==> src/rtl/apb_ucpd_tx_sched_if.sv <==
// Control bundle between the UCPD register bank / PD FSM and the transmit scheduler.
// The slave modport is the scheduler's view; master is the view of whoever drives it.
interface apb_ucpd_tx_sched_if #(
    parameter int TW_W = 8,
    parameter int IG_W = 8
);
    logic            ucpden;
    logic            bit_tick;
    logic            txsend_req;
    logic            txhrst_req;
    logic [1:0]      tx_mode;
    logic [TW_W-1:0] transwin_val;
    logic [IG_W-1:0] ifrgap_val;
    logic            rx_busy;
    logic            tx_active;
    logic            tx_und;

    logic            transmit_en;
    logic            tx_hrst;
    logic            tx_hrst_flag;
    logic            tx_crst_flag;
    logic            transwin_en;
    logic            ifrgap_en;
    logic            sched_busy;
    logic            txmsgsent;
    logic            txmsgdisc;
    logic            txmsgabt;
    logic            hrstsent;
    logic            hrstdisc;

    modport slave (
        input  ucpden, bit_tick, txsend_req, txhrst_req, tx_mode, transwin_val,
               ifrgap_val, rx_busy, tx_active, tx_und,
        output transmit_en, tx_hrst, tx_hrst_flag, tx_crst_flag, transwin_en,
               ifrgap_en, sched_busy, txmsgsent, txmsgdisc, txmsgabt, hrstsent, hrstdisc
    );

    modport master (
        output ucpden, bit_tick, txsend_req, txhrst_req, tx_mode, transwin_val,
               ifrgap_val, rx_busy, tx_active, tx_und,
        input  transmit_en, tx_hrst, tx_hrst_flag, tx_crst_flag, transwin_en,
               ifrgap_en, sched_busy, txmsgsent, txmsgdisc, txmsgabt, hrstsent, hrstdisc
    );
endinterface

==> src/rtl/apb_ucpd_tx_sched.sv <==
// UCPD transmit scheduler: latches TXSEND/TXHRST, waits out the line-idle window,
// drives the TX FSM request controls and times the interframe gap in half-bit ticks.
module apb_ucpd_tx_sched #(
    parameter int TW_W = 8,
    parameter int IG_W = 8
) (
    input  logic               ic_clk,
    input  logic               ic_rst,
    apb_ucpd_tx_sched_if.slave bus
);

    typedef enum logic [2:0] {
        S_IDLE,
        S_WIN,
        S_ARM,
        S_BUSY,
        S_GAP
    } state_t;

    state_t          state_q, state_d;
    logic            pend_msg_q, pend_msg_d;
    logic            pend_hrst_q, pend_hrst_d;
    logic            und_seen_q, und_seen_d;
    logic            job_hrst_q, job_hrst_d;
    logic            crst_q, crst_d;
    logic            preempt_q, preempt_d;
    logic            tx_active_q;
    logic [TW_W-1:0] tw_cnt_q, tw_cnt_d;
    logic [IG_W-1:0] ig_cnt_q, ig_cnt_d;

    logic msg_live, tx_fall, req_phase;
    logic msgsent_d, msgdisc_d, msgabt_d, hrstsent_d, hrstdisc_d, ifrgap_d;

    function automatic logic [TW_W-1:0] tw_inc(input logic [TW_W-1:0] v);
        return (&v) ? v : v + 1'b1;
    endfunction

    function automatic logic [IG_W-1:0] ig_inc(input logic [IG_W-1:0] v);
        return (&v) ? v : v + 1'b1;
    endfunction

    always_comb begin
        state_d     = state_q;
        pend_msg_d  = pend_msg_q;
        pend_hrst_d = pend_hrst_q;
        und_seen_d  = und_seen_q;
        job_hrst_d  = job_hrst_q;
        crst_d      = crst_q;
        preempt_d   = preempt_q;
        tw_cnt_d    = tw_cnt_q;
        ig_cnt_d    = ig_cnt_q;
        msgsent_d   = 1'b0;
        msgdisc_d   = 1'b0;
        msgabt_d    = 1'b0;
        hrstsent_d  = 1'b0;
        hrstdisc_d  = 1'b0;
        ifrgap_d    = 1'b0;
        msg_live    = (state_q == S_WIN || state_q == S_ARM || state_q == S_BUSY) && !job_hrst_q;
        tx_fall     = tx_active_q && !bus.tx_active;

        case (state_q)
            S_IDLE: begin
                // hard reset always takes precedence over a pending message
                if (pend_hrst_q || pend_msg_q) begin
                    if (bus.rx_busy) begin
                        if (pend_hrst_q) begin
                            hrstdisc_d  = 1'b1;
                            pend_hrst_d = 1'b0;
                        end else begin
                            msgdisc_d  = 1'b1;
                            pend_msg_d = 1'b0;
                        end
                    end else begin
                        job_hrst_d = pend_hrst_q;
                        tw_cnt_d   = '0;
                        state_d    = S_WIN;
                    end
                end
            end
            S_WIN: begin
                if (bus.rx_busy) begin
                    if (job_hrst_q) begin
                        hrstdisc_d  = 1'b1;
                        pend_hrst_d = 1'b0;
                    end else begin
                        msgdisc_d  = 1'b1;
                        pend_msg_d = 1'b0;
                    end
                    state_d = S_IDLE;
                end else if (tw_cnt_q == bus.transwin_val) begin
                    crst_d    = !job_hrst_q && (bus.tx_mode == 2'd1);
                    preempt_d = 1'b0;
                    if (job_hrst_q) pend_hrst_d = 1'b0;
                    else            pend_msg_d  = 1'b0;
                    state_d = S_ARM;
                end else if (bus.bit_tick) begin
                    tw_cnt_d = tw_inc(tw_cnt_q);
                end
            end
            S_ARM: begin
                if (bus.tx_active) state_d = S_BUSY;
            end
            S_BUSY: begin
                if (!job_hrst_q && bus.tx_und)     und_seen_d = 1'b1;
                if (!job_hrst_q && bus.txhrst_req) preempt_d  = 1'b1;
                // same-cycle underrun or pre-emption still marks the message aborted
                if (tx_fall) begin
                    if (job_hrst_q)                    hrstsent_d = 1'b1;
                    else if (und_seen_d || preempt_d)  msgabt_d   = 1'b1;
                    else                               msgsent_d  = 1'b1;
                    und_seen_d = 1'b0;
                    preempt_d  = 1'b0;
                    crst_d     = 1'b0;
                    ig_cnt_d   = '0;
                    state_d    = S_GAP;
                end
            end
            S_GAP: begin
                if (ig_cnt_q == bus.ifrgap_val) begin
                    ifrgap_d = 1'b1;
                    state_d  = S_IDLE;
                end else if (bus.bit_tick) begin
                    ig_cnt_d = ig_inc(ig_cnt_q);
                end
            end
            default: state_d = S_IDLE;
        endcase

        // a new request arriving on the same cycle as a clear survives it
        if (bus.txhrst_req) pend_hrst_d = 1'b1;
        if (bus.txsend_req) begin
            if (pend_msg_q || msg_live) msgdisc_d  = 1'b1;
            else                        pend_msg_d = 1'b1;
        end

        req_phase = (state_d == S_ARM) || (state_d == S_BUSY);
    end

    always_ff @(posedge ic_clk) begin
        if (ic_rst || !bus.ucpden) begin
            state_q          <= S_IDLE;
            pend_msg_q       <= 1'b0;
            pend_hrst_q      <= 1'b0;
            und_seen_q       <= 1'b0;
            job_hrst_q       <= 1'b0;
            crst_q           <= 1'b0;
            preempt_q        <= 1'b0;
            tx_active_q      <= 1'b0;
            tw_cnt_q         <= '0;
            ig_cnt_q         <= '0;
            bus.transmit_en  <= 1'b0;
            bus.tx_hrst      <= 1'b0;
            bus.tx_hrst_flag <= 1'b0;
            bus.tx_crst_flag <= 1'b0;
            bus.transwin_en  <= 1'b0;
            bus.ifrgap_en    <= 1'b0;
            bus.sched_busy   <= 1'b0;
            bus.txmsgsent    <= 1'b0;
            bus.txmsgdisc    <= 1'b0;
            bus.txmsgabt     <= 1'b0;
            bus.hrstsent     <= 1'b0;
            bus.hrstdisc     <= 1'b0;
        end else begin
            state_q          <= state_d;
            pend_msg_q       <= pend_msg_d;
            pend_hrst_q      <= pend_hrst_d;
            und_seen_q       <= und_seen_d;
            job_hrst_q       <= job_hrst_d;
            crst_q           <= crst_d;
            preempt_q        <= preempt_d;
            tx_active_q      <= bus.tx_active;
            tw_cnt_q         <= tw_cnt_d;
            ig_cnt_q         <= ig_cnt_d;
            bus.transmit_en  <= req_phase && !job_hrst_d;
            bus.tx_hrst      <= req_phase && (job_hrst_d || preempt_d);
            bus.tx_hrst_flag <= req_phase && job_hrst_d;
            bus.tx_crst_flag <= req_phase && crst_d;
            bus.transwin_en  <= (state_d == S_ARM);
            bus.ifrgap_en    <= ifrgap_d;
            bus.sched_busy   <= (state_d != S_IDLE);
            bus.txmsgsent    <= msgsent_d;
            bus.txmsgdisc    <= msgdisc_d;
            bus.txmsgabt     <= msgabt_d;
            bus.hrstsent     <= hrstsent_d;
            bus.hrstdisc     <= hrstdisc_d;
        end
    end

endmodule

==> src/flat_wrapper.sv <==
// flat-port wrapper written by rule: the top's interface ports become plain ports
module apb_ucpd_tx_sched_flat 
#(
    parameter int TW_W = 8,
    parameter int IG_W = 8
)
  (ic_clk, ic_rst, bus_ucpden, bus_bit_tick, bus_txsend_req, bus_txhrst_req, bus_tx_mode, bus_transwin_val, bus_ifrgap_val, bus_rx_busy, bus_tx_active, bus_tx_und, bus_transmit_en, bus_tx_hrst, bus_tx_hrst_flag, bus_tx_crst_flag, bus_transwin_en, bus_ifrgap_en, bus_sched_busy, bus_txmsgsent, bus_txmsgdisc, bus_txmsgabt, bus_hrstsent, bus_hrstdisc);
  apb_ucpd_tx_sched_if #(.TW_W(TW_W), .IG_W(IG_W)) bus_i ();
  input  logic ic_clk;
  input  logic ic_rst;
  input wire logic [$bits(bus_i.ucpden)-1:0] bus_ucpden;
  input wire logic [$bits(bus_i.bit_tick)-1:0] bus_bit_tick;
  input wire logic [$bits(bus_i.txsend_req)-1:0] bus_txsend_req;
  input wire logic [$bits(bus_i.txhrst_req)-1:0] bus_txhrst_req;
  input wire logic [$bits(bus_i.tx_mode)-1:0] bus_tx_mode;
  input wire logic [$bits(bus_i.transwin_val)-1:0] bus_transwin_val;
  input wire logic [$bits(bus_i.ifrgap_val)-1:0] bus_ifrgap_val;
  input wire logic [$bits(bus_i.rx_busy)-1:0] bus_rx_busy;
  input wire logic [$bits(bus_i.tx_active)-1:0] bus_tx_active;
  input wire logic [$bits(bus_i.tx_und)-1:0] bus_tx_und;
  output wire logic [$bits(bus_i.transmit_en)-1:0] bus_transmit_en;
  output wire logic [$bits(bus_i.tx_hrst)-1:0] bus_tx_hrst;
  output wire logic [$bits(bus_i.tx_hrst_flag)-1:0] bus_tx_hrst_flag;
  output wire logic [$bits(bus_i.tx_crst_flag)-1:0] bus_tx_crst_flag;
  output wire logic [$bits(bus_i.transwin_en)-1:0] bus_transwin_en;
  output wire logic [$bits(bus_i.ifrgap_en)-1:0] bus_ifrgap_en;
  output wire logic [$bits(bus_i.sched_busy)-1:0] bus_sched_busy;
  output wire logic [$bits(bus_i.txmsgsent)-1:0] bus_txmsgsent;
  output wire logic [$bits(bus_i.txmsgdisc)-1:0] bus_txmsgdisc;
  output wire logic [$bits(bus_i.txmsgabt)-1:0] bus_txmsgabt;
  output wire logic [$bits(bus_i.hrstsent)-1:0] bus_hrstsent;
  output wire logic [$bits(bus_i.hrstdisc)-1:0] bus_hrstdisc;
  assign bus_i.ucpden = bus_ucpden;
  assign bus_i.bit_tick = bus_bit_tick;
  assign bus_i.txsend_req = bus_txsend_req;
  assign bus_i.txhrst_req = bus_txhrst_req;
  assign bus_i.tx_mode = bus_tx_mode;
  assign bus_i.transwin_val = bus_transwin_val;
  assign bus_i.ifrgap_val = bus_ifrgap_val;
  assign bus_i.rx_busy = bus_rx_busy;
  assign bus_i.tx_active = bus_tx_active;
  assign bus_i.tx_und = bus_tx_und;
  assign bus_transmit_en = bus_i.transmit_en;
  assign bus_tx_hrst = bus_i.tx_hrst;
  assign bus_tx_hrst_flag = bus_i.tx_hrst_flag;
  assign bus_tx_crst_flag = bus_i.tx_crst_flag;
  assign bus_transwin_en = bus_i.transwin_en;
  assign bus_ifrgap_en = bus_i.ifrgap_en;
  assign bus_sched_busy = bus_i.sched_busy;
  assign bus_txmsgsent = bus_i.txmsgsent;
  assign bus_txmsgdisc = bus_i.txmsgdisc;
  assign bus_txmsgabt = bus_i.txmsgabt;
  assign bus_hrstsent = bus_i.hrstsent;
  assign bus_hrstdisc = bus_i.hrstdisc;
  apb_ucpd_tx_sched #(.TW_W(TW_W), .IG_W(IG_W)) u_core (.ic_clk(ic_clk), .ic_rst(ic_rst), .bus(bus_i));
endmodule
==> config.mk <==
export PLATFORM = sky130hd
export DESIGN_NAME = apb_ucpd_tx_sched_flat
export DESIGN_NICKNAME = d
export VERILOG_FILES = /design/src/rtl/apb_ucpd_tx_sched_if.sv /design/src/rtl/apb_ucpd_tx_sched.sv /design/src/flat_wrapper.sv
export SDC_FILE = /design/constraint.sdc
export NUM_CORES = 1
export LEC_CHECK = 0
export CAP_MARGIN = 10
export CORE_ASPECT_RATIO = 0.8
export CORE_UTILIZATION = 35
export DETAILED_ROUTE_END_ITERATION = 7
export HOLD_SLACK_MARGIN = 0.15
export PLACE_DENSITY = 0.61
export SETUP_SLACK_MARGIN = 0.5
export SYNTH_ARGS = -nofsm -noshare
export SYNTH_HDL_FRONTEND = slang
export SYNTH_SLANG_ARGS = --single-unit
==> constraint.sdc <==
create_clock -name ic_clk -period 1.95 [get_ports ic_clk]
set_input_delay 0.39 -clock ic_clk [delete_from_list [all_inputs] [get_ports ic_clk]]
set_output_delay 0.39 -clock ic_clk [all_outputs]
set_load 0.02 [all_outputs]
==> impl_metrics.csv, run 1 <==
group,metric,value,unit
outcome,outcome,"finished, final reports clean",
worst_setup_path,endpoint,"u_core.tw_cnt_q[2]$_SDFFE_PP0P_",
power,combPwrFrac,12.9,%
logic_synthesis,yosysSeqAreaShare,37.8,%
placement,placed_area,2820,um^2
final_layout,utilization,59.9,%
timing,fin_setup_tns,0,ps
worst_setup_path,cp_max_fo,6,
worst_setup_path,regToRegEndpoint,"u_core.tw_cnt_q[2]$_SDFFE_PP0P_",
clock_network,clkLatencyLatePin,290,ps
worst_setup_path,crit_slowest_cell,"or3_4",
power,clkPwrFrac,36.8,%
job,maxCapViolations,0,
worst_setup_path,endpoint_kind,"flop",
final_layout,syn_to_final_growth,63.6,%
worst_setup_path,r2r_start,"u_core.state_q[0]$_SDFF_PP0_",
clock_network,clock_path_buffers,2,
final_layout,top_regs,"u_core.ig_cnt_q x8, u_core.tw_cnt_q x8, u_core.state_q x3",
logic_synthesis,synth-main-ff-cell,"dfxtp_1",
logic_synthesis,synth_edf_count,0,
logic_synthesis,syn_nets,262,
final_layout,stdcell_area,3290,um^2
clock_network,cts.clk_slew.worst_paths,80,ps
worst_setup_path,start_kind,"flop",
worst_setup_path,crit_arrival,1900,ps
timing,min_period,1730,ps
placement,gp_congestion,0.831,
routing,antenna_left,0,
worst_setup_path,critical_path.max_stage_delay,430,ps
die,die_x,86.8,um
logic_synthesis,synth_area,2010,um^2
worst_setup_path,reg2reg_depth,6,
timing,slew_headroom,72.5,%
routing,vias_per_cell,5.19,
worst_setup_path,criticalPathCategory,"reg -> reg",
grt,antenna_found_initial,0,
worst_setup_path,path_cells,"nand2b_4, or3_4, a211oi_4, buf_6, a21oi_2, a31o_1",
final_layout,antenna_cells,0,
grt,grt_pass1_wl,9.75,mm
routing,wl,5.92,mm
power,switching_share,24.9,%
logic_synthesis,ys_seq_elements,38,
grt,overflow,0,
grt,first_global_vias,2039,
power,power_frac_seq,50.4,%
final_layout,fin_cells,394,
grt,grt_max_degree,14,
timing,tightest_slew,411,ps
timing,setup_viol,0,
die,core_area,5500,um^2
routing,drt_iter0_markers,81,
worst_setup_path,cp-startpoint,"u_core.state_q[0]$_SDFF_PP0_",
final_layout,nets,344,
routing,vias,2043,
final_layout,nFillCells,489,
die,initial_core_util,36.6,%
placement,dp_hpwl,3.90,mm
timing,fin_skew,4.25,ps
power,switchingPower,382,uW
timing,finalCritPeriodShare,88.5,%
clock_network,cts-root-buf,"clkbuf_8",
clock_network,cts_hold_repair.buffers,0,
clock_network,cts_sinks,38,
die,fp-row-count,24,
power,p_per_area,466,nW/um^2
routing,post_drt_wl_per_cell,15.0,um
power,power_leakage,0.00135,uW
logic_synthesis,synth-async-reset-ratio,0,%
logic_synthesis,synth.distinct_cells,51,
hold_path,hp-class,"in -> reg",
timing,hold_violations,0,
die,die_h,69.8,um
clock_network,cts_inserted_buffers,5,
clock_network,cts_tree,"yes",
worst_setup_path,rrSetupSlack,220,ps
placement,numPortBuffers,38,
timing,maxSlewViolCount,0,
timing,hold_slack,443,ps
final_layout,drive_above_1_share,40.8,%
grt,grt_usage,20.9,%
timing,rsz0062_at_grt,"yes",
die,dieArea,6060,um^2
placement,dp.cells,372,
worst_setup_path,required,2130,ps
logic_synthesis,ys_warn_count,0,
clock_network,cts_htree_levels,2,
power,peakVddDrop,319,uV
routing,drc,0,
timing,clock.fmax,580,MHz
routing,dr.pass1.iters,4,
logic_synthesis,syn_inst,233,
die,io-pin-count,39,
power,internal-power,1150,uW
logic_synthesis,avgSynthCellArea,8.64,um^2
## layout make-up
class / instances / area (um^2) / area share [%]
Inverter: 10 / 37.5 / 1.14
Multi-Input combinational cell: 177 / 1530 / 46.5
Sequential cell: 38 / 807 / 24.5
Tap cell: 78 / 97.6 / 2.96
Clock buffer: 6 / 82.6 / 2.51
Clock inverter: 2 / 12.5 / 0.380
Timing Repair Buffer: 83 / 724 / 22.0
## cell usage after synthesis, types with 3 or more instances
cell type   n  share of area (%)
and3_1      4                1.2
nand2b_1    3               0.93
clkbuf_1    5               0.93
nand2_1    20                3.7
and2_1      4                1.2
a21o_1      6                2.2
inv_1      10                1.9
nor2b_1     4                1.2
xor2_1     16                7.0
nor3_1      7                1.7
nor2_1     18                3.4
nand3_1     9                2.2
a31o_1      8                3.5
dfxtp_1    38                 38
a21oi_1    20                5.0
nand4_1     9                2.8
o21ai_0     5                1.2
o211ai_1    3                1.1
## power by group through the flow
stage                     Clock (uW)  Combinational (uW)  Sequential [uW]
after CTS                        577                 185              780
after floorplan                    0                80.3              804
final                            564                 197              773
after global routing             611                 213              774
after global placement             0                 182              804
after detailed placement           0                 183              804
## per-stage QoR
stage | power (uW) | setup slack, ps
floorplan | 884 | 315
global placement | 986 | -258
detailed placement | 987 | -261
CTS | 1540 | 185
finish | 1530 | 225
global route | 1600 | 184
## layer usage
layer | track usage [%] | wire (um)
met3 | 4.40 | 351
met2 | 31.2 | 2710
met4 | 8.52 | 109
met1 | 29.1 | 2750
met5 | 0 | 0
## cell usage in the layout, fill, tap and decap left out, types with 9 or more instances in the layout
master	count
buf_4	36
dlygate4sd2_1	22
dfxtp_1	21
nor2_1	18
nand2_1	17
a21oi_1	13
xor2_2	12
inv_1	10
dfxtp_4	10
nand4_1	9
buf_6	9
## how the worst min path moves through the flow
stage | to | start | cells after the start | slack, ps
finish | u_core.pend_hrst_q$_SDFFE_PP0P_ | bus_txhrst_req | 3 | 440
detailed placement | u_core.und_seen_q$_SDFFE_PP0N_ | u_core.und_seen_q$_SDFFE_PP0N_ | 2 | 470
global placement | u_core.und_seen_q$_SDFFE_PP0N_ | u_core.und_seen_q$_SDFFE_PP0N_ | 2 | 450
CTS | u_core.tw_cnt_q[1]$_SDFFE_PP0P_ | u_core.tw_cnt_q[1]$_SDFFE_PP0P_ | 2 | 480
floorplan | u_core.und_seen_q$_SDFFE_PP0N_ | u_core.und_seen_q$_SDFFE_PP0N_ | 2 | 430
global route | u_core.pend_hrst_q$_SDFFE_PP0P_ | bus_txhrst_req | 3 | 430
## timing repair
item,4_1_cts,5_1_grt
gates resized for setup,77,41
cloned,1,0
buffers inserted,7,6
setup endpoints to repair,44,32
pin swaps,25,23
## worst max-delay path, delay by kind of cell (launching register included)
kind,cells,cell delay (ps)
flops,1,400
compound gates,3,550
buf+inv,1,170
simple gates,2,490
## logic make-up after synthesis
family	share of synthesized area, %
and+or+nand+nor	28.2
AOI/OAI and AO/OA	21.0
DFF	37.8
buffers and inverters	3.85
xor gates and xnor gates	7.40
adders and majority gates	1.24
muxes	0.497
(Power assumes the default switching activity.)
==> inputs of run 2 (changes only) <==
==> constraint.sdc (replaced) <==
create_clock -name ic_clk -period 1.8 [get_ports ic_clk]
set_input_delay 0.36 -clock ic_clk [delete_from_list [all_inputs] [get_ports ic_clk]]
set_output_delay 0.36 -clock ic_clk [all_outputs]
set_load 0.02 [all_outputs]
==> run 2 against run 1 <==
Effect of this change:
- global-route usage fell by 0.46 points
- largest cell class unchanged
- largest power group unchanged
- power increased by 17%
- critical path type unchanged
- final area up 3.8%
- critical endpoint is now u_core.tw_cnt_q[4]$_SDFFE_PP0P_
- sequential power increased by 8.5%
==> impl_metrics.csv, run 2 (synthesis gave the netlist of run 1 again) <==
group,metric,value,unit
clock_network,cts-root-buf,"clkbuf_8",
power,p_per_area,524,nW/um^2
timing,fin_skew,8.44,ps
timing,maxSlewViolCount,0,
timing,hold_slack,388,ps
placement,gp_congestion,0.889,
placement,dp_hpwl,4.02,mm
clock_network,cts_sinks,38,
die,fp-row-count,24,
power,peakVddDrop,318,uV
timing,clock.fmax,610,MHz
grt,grt_max_degree,13,
routing,drt_iter0_markers,75,
worst_setup_path,endpoint,"u_core.tw_cnt_q[4]$_SDFFE_PP0P_",
timing,fin_setup_tns,0,ps
clock_network,cts_tree,"yes",
timing,rsz0062_at_grt,"yes",
worst_setup_path,crit_slowest_cell,"dfxtp_4",
placement,dp.cells,376,
outcome,outcome,"finished, final reports clean",
final_layout,drive_above_1_share,44.5,%
die,initial_core_util,36.6,%
clock_network,clkLatencyLatePin,300,ps
grt,grt_usage,20.4,%
grt,grt_pass1_wl,9.62,mm
hold_path,min_from,"bus_txhrst_req",
die,die_h,69.8,um
worst_setup_path,crit_arrival,1830,ps
hold_path,hp-class,"in -> reg",
routing,vias,1993,
worst_setup_path,reg2reg_depth,7,
worst_setup_path,start_kind,"flop",
final_layout,syn_to_final_growth,69.9,%
final_layout,nFillCells,464,
final_layout,final_cell_mix,"buf_4, dfxtp_1, dlygate4sd2_1",
worst_setup_path,endpoint_kind,"flop",
routing,antenna_left,0,
die,die_x,86.8,um
worst_setup_path,regToRegEndpoint,"u_core.tw_cnt_q[4]$_SDFFE_PP0P_",
routing,vias_per_cell,5.05,
die,io-pin-count,39,
final_layout,antenna_cells,0,
grt,overflow,0,
die,dieArea,6060,um^2
timing,slew_headroom,71.0,%
timing,min_period,1640,ps
worst_setup_path,criticalPathCategory,"reg -> reg",
clock_network,cts_inserted_buffers,5,
worst_setup_path,cp-startpoint,"u_core.tw_cnt_q[0]$_SDFFE_PP0P_",
timing,hold_violations,0,
worst_setup_path,rrSetupSlack,160,ps
clock_network,cts.clk_slew.worst_paths,70,ps
routing,post_drt_wl_per_cell,14.8,um
routing,wl,5.83,mm
die,core_area,5500,um^2
worst_setup_path,path_cells,"ha_4, and2_4, a31o_4, a211oi_4, buf_6, a31o_1, nand2_1",
worst_setup_path,r2r_start,"u_core.tw_cnt_q[0]$_SDFFE_PP0P_",
job,maxCapViolations,0,
worst_setup_path,required,1990,ps
routing,dr.pass1.iters,4,
timing,setup_viol,0,
final_layout,nets,345,
final_layout,fin_cells,395,
placement,numPortBuffers,38,
clock_network,cts_htree_levels,2,
final_layout,top_regs,"u_core.ig_cnt_q x8, u_core.tw_cnt_q x8, u_core.state_q x3",
grt,first_global_vias,2018,
power,power_leakage,0.00135,uW
timing,finalCritPeriodShare,91.1,%
final_layout,layout_commonest_cell,"buf_4",
grt,antenna_found_initial,0,
clock_network,clock_path_buffers,2,
worst_setup_path,cp_max_fo,10,
clock_network,cts_hold_repair.buffers,0,
worst_setup_path,critical_path.max_stage_delay,380,ps
routing,drc,0,
timing,tightest_slew,431,ps
run 2: worst max-delay path, delay by kind of cell (launching register included):
| family | cells | cell delay [ps] |
|---|---|---|
| AND/OR/NAND/NOR | 2 | 210 |
| buffers and inverters | 1 | 180 |
| flip-flops | 1 | 380 |
| AO/OA/AOI/OAI | 3 | 610 |
| adder cells (fa/ha/maj) | 1 | 160 |
run 2: how the worst min path moves through the flow:
stage,endpoint,slack (ps),cells past startpoint
floorplan,u_core.und_seen_q$_SDFFE_PP0N_,430,2
global placement,u_core.und_seen_q$_SDFFE_PP0N_,460,2
detailed placement,u_core.und_seen_q$_SDFFE_PP0N_,470,2
CTS,u_core.tx_active_q$_SDFF_PP0_,490,2
global route,u_core.pend_hrst_q$_SDFFE_PP0P_,390,3
finish,u_core.pend_hrst_q$_SDFFE_PP0P_,390,3
run 2: repair_timing:
item,in CTS,in global routing
setup endpoints to repair,48,45
pin swaps,30,13
buffers inserted,6,5
gates resized for setup,104,29
run 2: through the flow:
step                      total power [uW]  util, %  area [um^2]  worst slack [ps]
final                                 1790     62.2         3420               160
after global routing                  1850     62.2         3420              71.0
after CTS                             1790     60.1         3300               172
after detailed placement              1080     52.3         2880              -368
after global placement                1080     52.3         2880              -326
after floorplan                        961        -         2180               195
run 2: metal layers:
| layer | part of all wire, % | GRT usage (%) | vias up |
|---|---|---|---|
| met1 | 46 | 27.6 | 928 |
| met3 | 5.7 | 3.69 | 11 |
| met4 | 1.9 | 6.67 | 0 |
| met5 | 0 | 0 | - |
| met2 | 46 | 32.7 | 64 |
| li1 | - | - | 990 |
run 2: area by class of cell:
class | count | area, um^2 | share of cell area, %
clock buffer | 5 | 68.8 | 2.01
timing repair buffer | 84 | 751 | 22.0
inverter | 10 | 37.5 | 1.10
clock inverter | 3 | 40.0 | 1.17
tap | 78 | 97.6 | 2.85
multi-input combinational | 177 | 1620 | 47.3
sequential | 38 | 806 | 23.6
run 2: power breakdown:
| part | total (uW) | leakage [uW] | switching (uW) | internal, uW |
|---|---|---|---|---|
| combinational | 227 | 0.000972 | 109 | 117 |
| clock | 727 | 0.0000579 | 319 | 408 |
| sequential | 839 | 0.000319 | 6.91 | 832 |
==> inputs of run 3 (changes only) <==
--- a/config.mk
+++ b/config.mk
@@ -7,10 +7,11 @@
 export LEC_CHECK = 0
 export CAP_MARGIN = 10
 export CORE_ASPECT_RATIO = 0.8
+export CORE_MARGIN = 5
 export CORE_UTILIZATION = 35
 export DETAILED_ROUTE_END_ITERATION = 7
 export HOLD_SLACK_MARGIN = 0.15
-export PLACE_DENSITY = 0.61
+export PLACE_DENSITY_LB_ADDON = 0.25
 export SETUP_SLACK_MARGIN = 0.5
 export SYNTH_ARGS = -nofsm -noshare
 export SYNTH_HDL_FRONTEND = slang
==> run 3 against run 2 <==
Effect of this change:
- critical path type unchanged
- critical path depth stayed put
- utilization up 0.11 points
- critical endpoint is now u_core.tw_cnt_q[2]$_SDFFE_PP0P_
- wire length down 0.26%
- global-route usage is 4.4 points lower
- first-iteration DRC count is 95% higher
- sequential power about the same
- highest routed layer unchanged
- register-to-register slack lost 50 ps
==> impl_metrics.csv, run 3 (synthesis gave the netlist of run 1 again) <==
group,metric,value,unit
grt,grt_usage,16.1,%
routing,antenna_left,0,
die,initial_core_util,36.4,%
timing,slew_headroom,76.1,%
timing,min_period,1690,ps
power,fin_total_pwr,1680,uW
outcome,outcome,"finished, final reports clean",
final_layout,top_regs,"u_core.ig_cnt_q x8, u_core.tw_cnt_q x8, u_core.state_q x3",
worst_setup_path,cp_max_fo,4,
timing,clock.fmax,591,MHz
clock_network,clock_path_buffers,2,
worst_setup_path,start_kind,"flop",
worst_setup_path,crit_arrival,1870,ps
clock_network,cts.clk_slew.worst_paths,80,ps
routing,wl,5.81,mm
hold_path,min_path_cells,3,
routing,vias_per_cell,5.12,
worst_setup_path,rrSetupSlack,110,ps
final_layout,nets,354,
worst_setup_path,required,1980,ps
final_layout,multi_input_area,1620,um^2
worst_setup_path,cp-startpoint,"u_core.tw_cnt_q[0]$_SDFFE_PP0P_",
timing,tightest_slew,355,ps
final_layout,stdcell_area,3440,um^2
clock_network,cts-root-buf,"clkbuf_8",
routing,drc,0,
placement,gp_congestion,0.843,
clock_network,cts_hold_repair.buffers,0,
routing,post_drt_wl_per_cell,14.4,um
worst_setup_path,path_cells,"ha_4, and2_4, a31o_1, a211oi_4, buf_6, a21oi_2, a31o_1",
grt,first_global_vias,1959,
worst_setup_path,r2r_start,"u_core.tw_cnt_q[0]$_SDFFE_PP0P_",
clock_network,clkLatencyLatePin,300,ps
grt,antenna_found_initial,0,
routing,drt_iter0_markers,146,
timing,maxSlewViolCount,0,
die,die_x,94.8,um
final_layout,nFillCells,511,
final_layout,utilization,62.3,%
hold_path,hold-path-endpoint,"u_core.pend_hrst_q$_SDFFE_PP0P_",
hold_path,min_from,"bus_txhrst_req",
die,core_area,5530,um^2
final_layout,layout_commonest_cell,"buf_4",
die,die_h,77.8,um
worst_setup_path,regToRegEndpoint,"u_core.tw_cnt_q[2]$_SDFFE_PP0P_",
worst_setup_path,criticalPathCategory,"reg -> reg",
die,dieArea,7380,um^2
final_layout,syn_to_final_growth,71.1,%
grt,overflow,0,
final_layout,antenna_cells,0,
worst_setup_path,crit_slowest_cell,"dfxtp_4",
worst_setup_path,cp_common_cell,"a31o_1",
final_layout,drive_above_1_share,47.5,%
timing,fin_skew,13.6,ps
power,peakVddDrop,308,uV
placement,dp_hpwl,4.02,mm
clock_network,cts_sinks,38,
timing,setup_viol,0,
die,io-pin-count,39,
clock_network,cts_htree_levels,2,
power,power_leakage,0.00139,uW
grt,grt_max_degree,12,
timing,rsz0062_at_grt,"yes",
final_layout,final_cell_mix,"buf_4, dfxtp_1, nor2_1",
final_layout,fin_cells,404,
job,maxCapViolations,0,
routing,dr.pass1.iters,4,
die,fp-row-count,24,
worst_setup_path,critical_path.max_stage_delay,370,ps
placement,dp.cells,377,
placement,placed_area,2880,um^2
final_layout,seq_area,807,um^2
hold_path,hp-class,"in -> reg",
worst_setup_path,endpoint_kind,"flop",
timing,finalCritPeriodShare,94.0,%
routing,vias,2067,
clock_network,cts_inserted_buffers,5,
timing,hold_violations,0,
power,p_per_area,488,nW/um^2
placement,numPortBuffers,38,
clock_network,cts_tree,"yes",
grt,grt_pass1_wl,9.33,mm
worst_setup_path,reg2reg_depth,7,
[run 3: routing by layer]
metal | GRT usage (%) | vias to the layer above | share of wire [%]
met1 | 21.8 | 979 | 45
met4 | 6.34 | 0 | 2.1
met5 | 0 | - | 0
li1 | - | 1016 | -
met3 | 3.48 | 14 | 5.7
met2 | 24.8 | 58 | 47
[run 3: how the worst max path moves through the flow]
stage | end | depth (start not counted) | slack, ps
after floorplan | u_core.tw_cnt_q[6]$_SDFFE_PP0P_ | 6 | 190
after global placement | u_core.ig_cnt_q[4]$_SDFFE_PP0P_ | 7 | -350
after detailed placement | u_core.ig_cnt_q[4]$_SDFFE_PP0P_ | 7 | -380
after CTS | u_core.tw_cnt_q[2]$_SDFFE_PP0P_ | 7 | 120
after global routing | u_core.bus.transwin_en$_SDFF_PP0_ | 8 | 20
final | u_core.tw_cnt_q[2]$_SDFFE_PP0P_ | 7 | 110
[run 3: through the flow]
| stage | TNS (ps) | setup slack, ps | hold slack [ps] |
|---|---|---|---|
| finish | 0 | 107 | 398 |
| global route | 0 | 22.6 | 418 |
| CTS | 0 | 116 | 485 |
| detailed placement | -8290 | -382 | 469 |
| global placement | -7960 | -354 | 458 |
| floorplan | 0 | 195 | 432 |
[run 3: area by class of cell]
cell class,count,area share [%]
clock buffer,7,2.51
tap,78,2.83
timing repair buffer,93,23.1
multi-input combinational,177,46.9
inverter,10,1.09
sequential,38,23.4
clock inverter,1,0.145
[run 3: report_power, final]
| group | internal (uW) | leakage (uW) | switching (uW) | total, uW |
|---|---|---|---|---|
| clock network | 309 | 0.0000482 | 300 | 609 |
| logic | 122 | 0.00102 | 112 | 234 |
| registers | 830 | 0.000318 | 6.59 | 837 |
| total | 1260 | 0.00139 | 418 | 1680 |
[run 3: timing repair]
action | in CTS | in global routing
cloned | 0 | 1
pin swaps | 30 | 23
resized for setup | 93 | 42
endpoints found under the setup margin | 47 | 46
setup buffers | 12 | 6
[run 3: critical path: cells and delay by family (launching register included)]
family	cells	cell delay [ps]
adders and majority gates	1	150
AOI/OAI and AO/OA	4	720
DFF	1	370
and+or+nand+nor	1	150
buffers and inverters	1	160
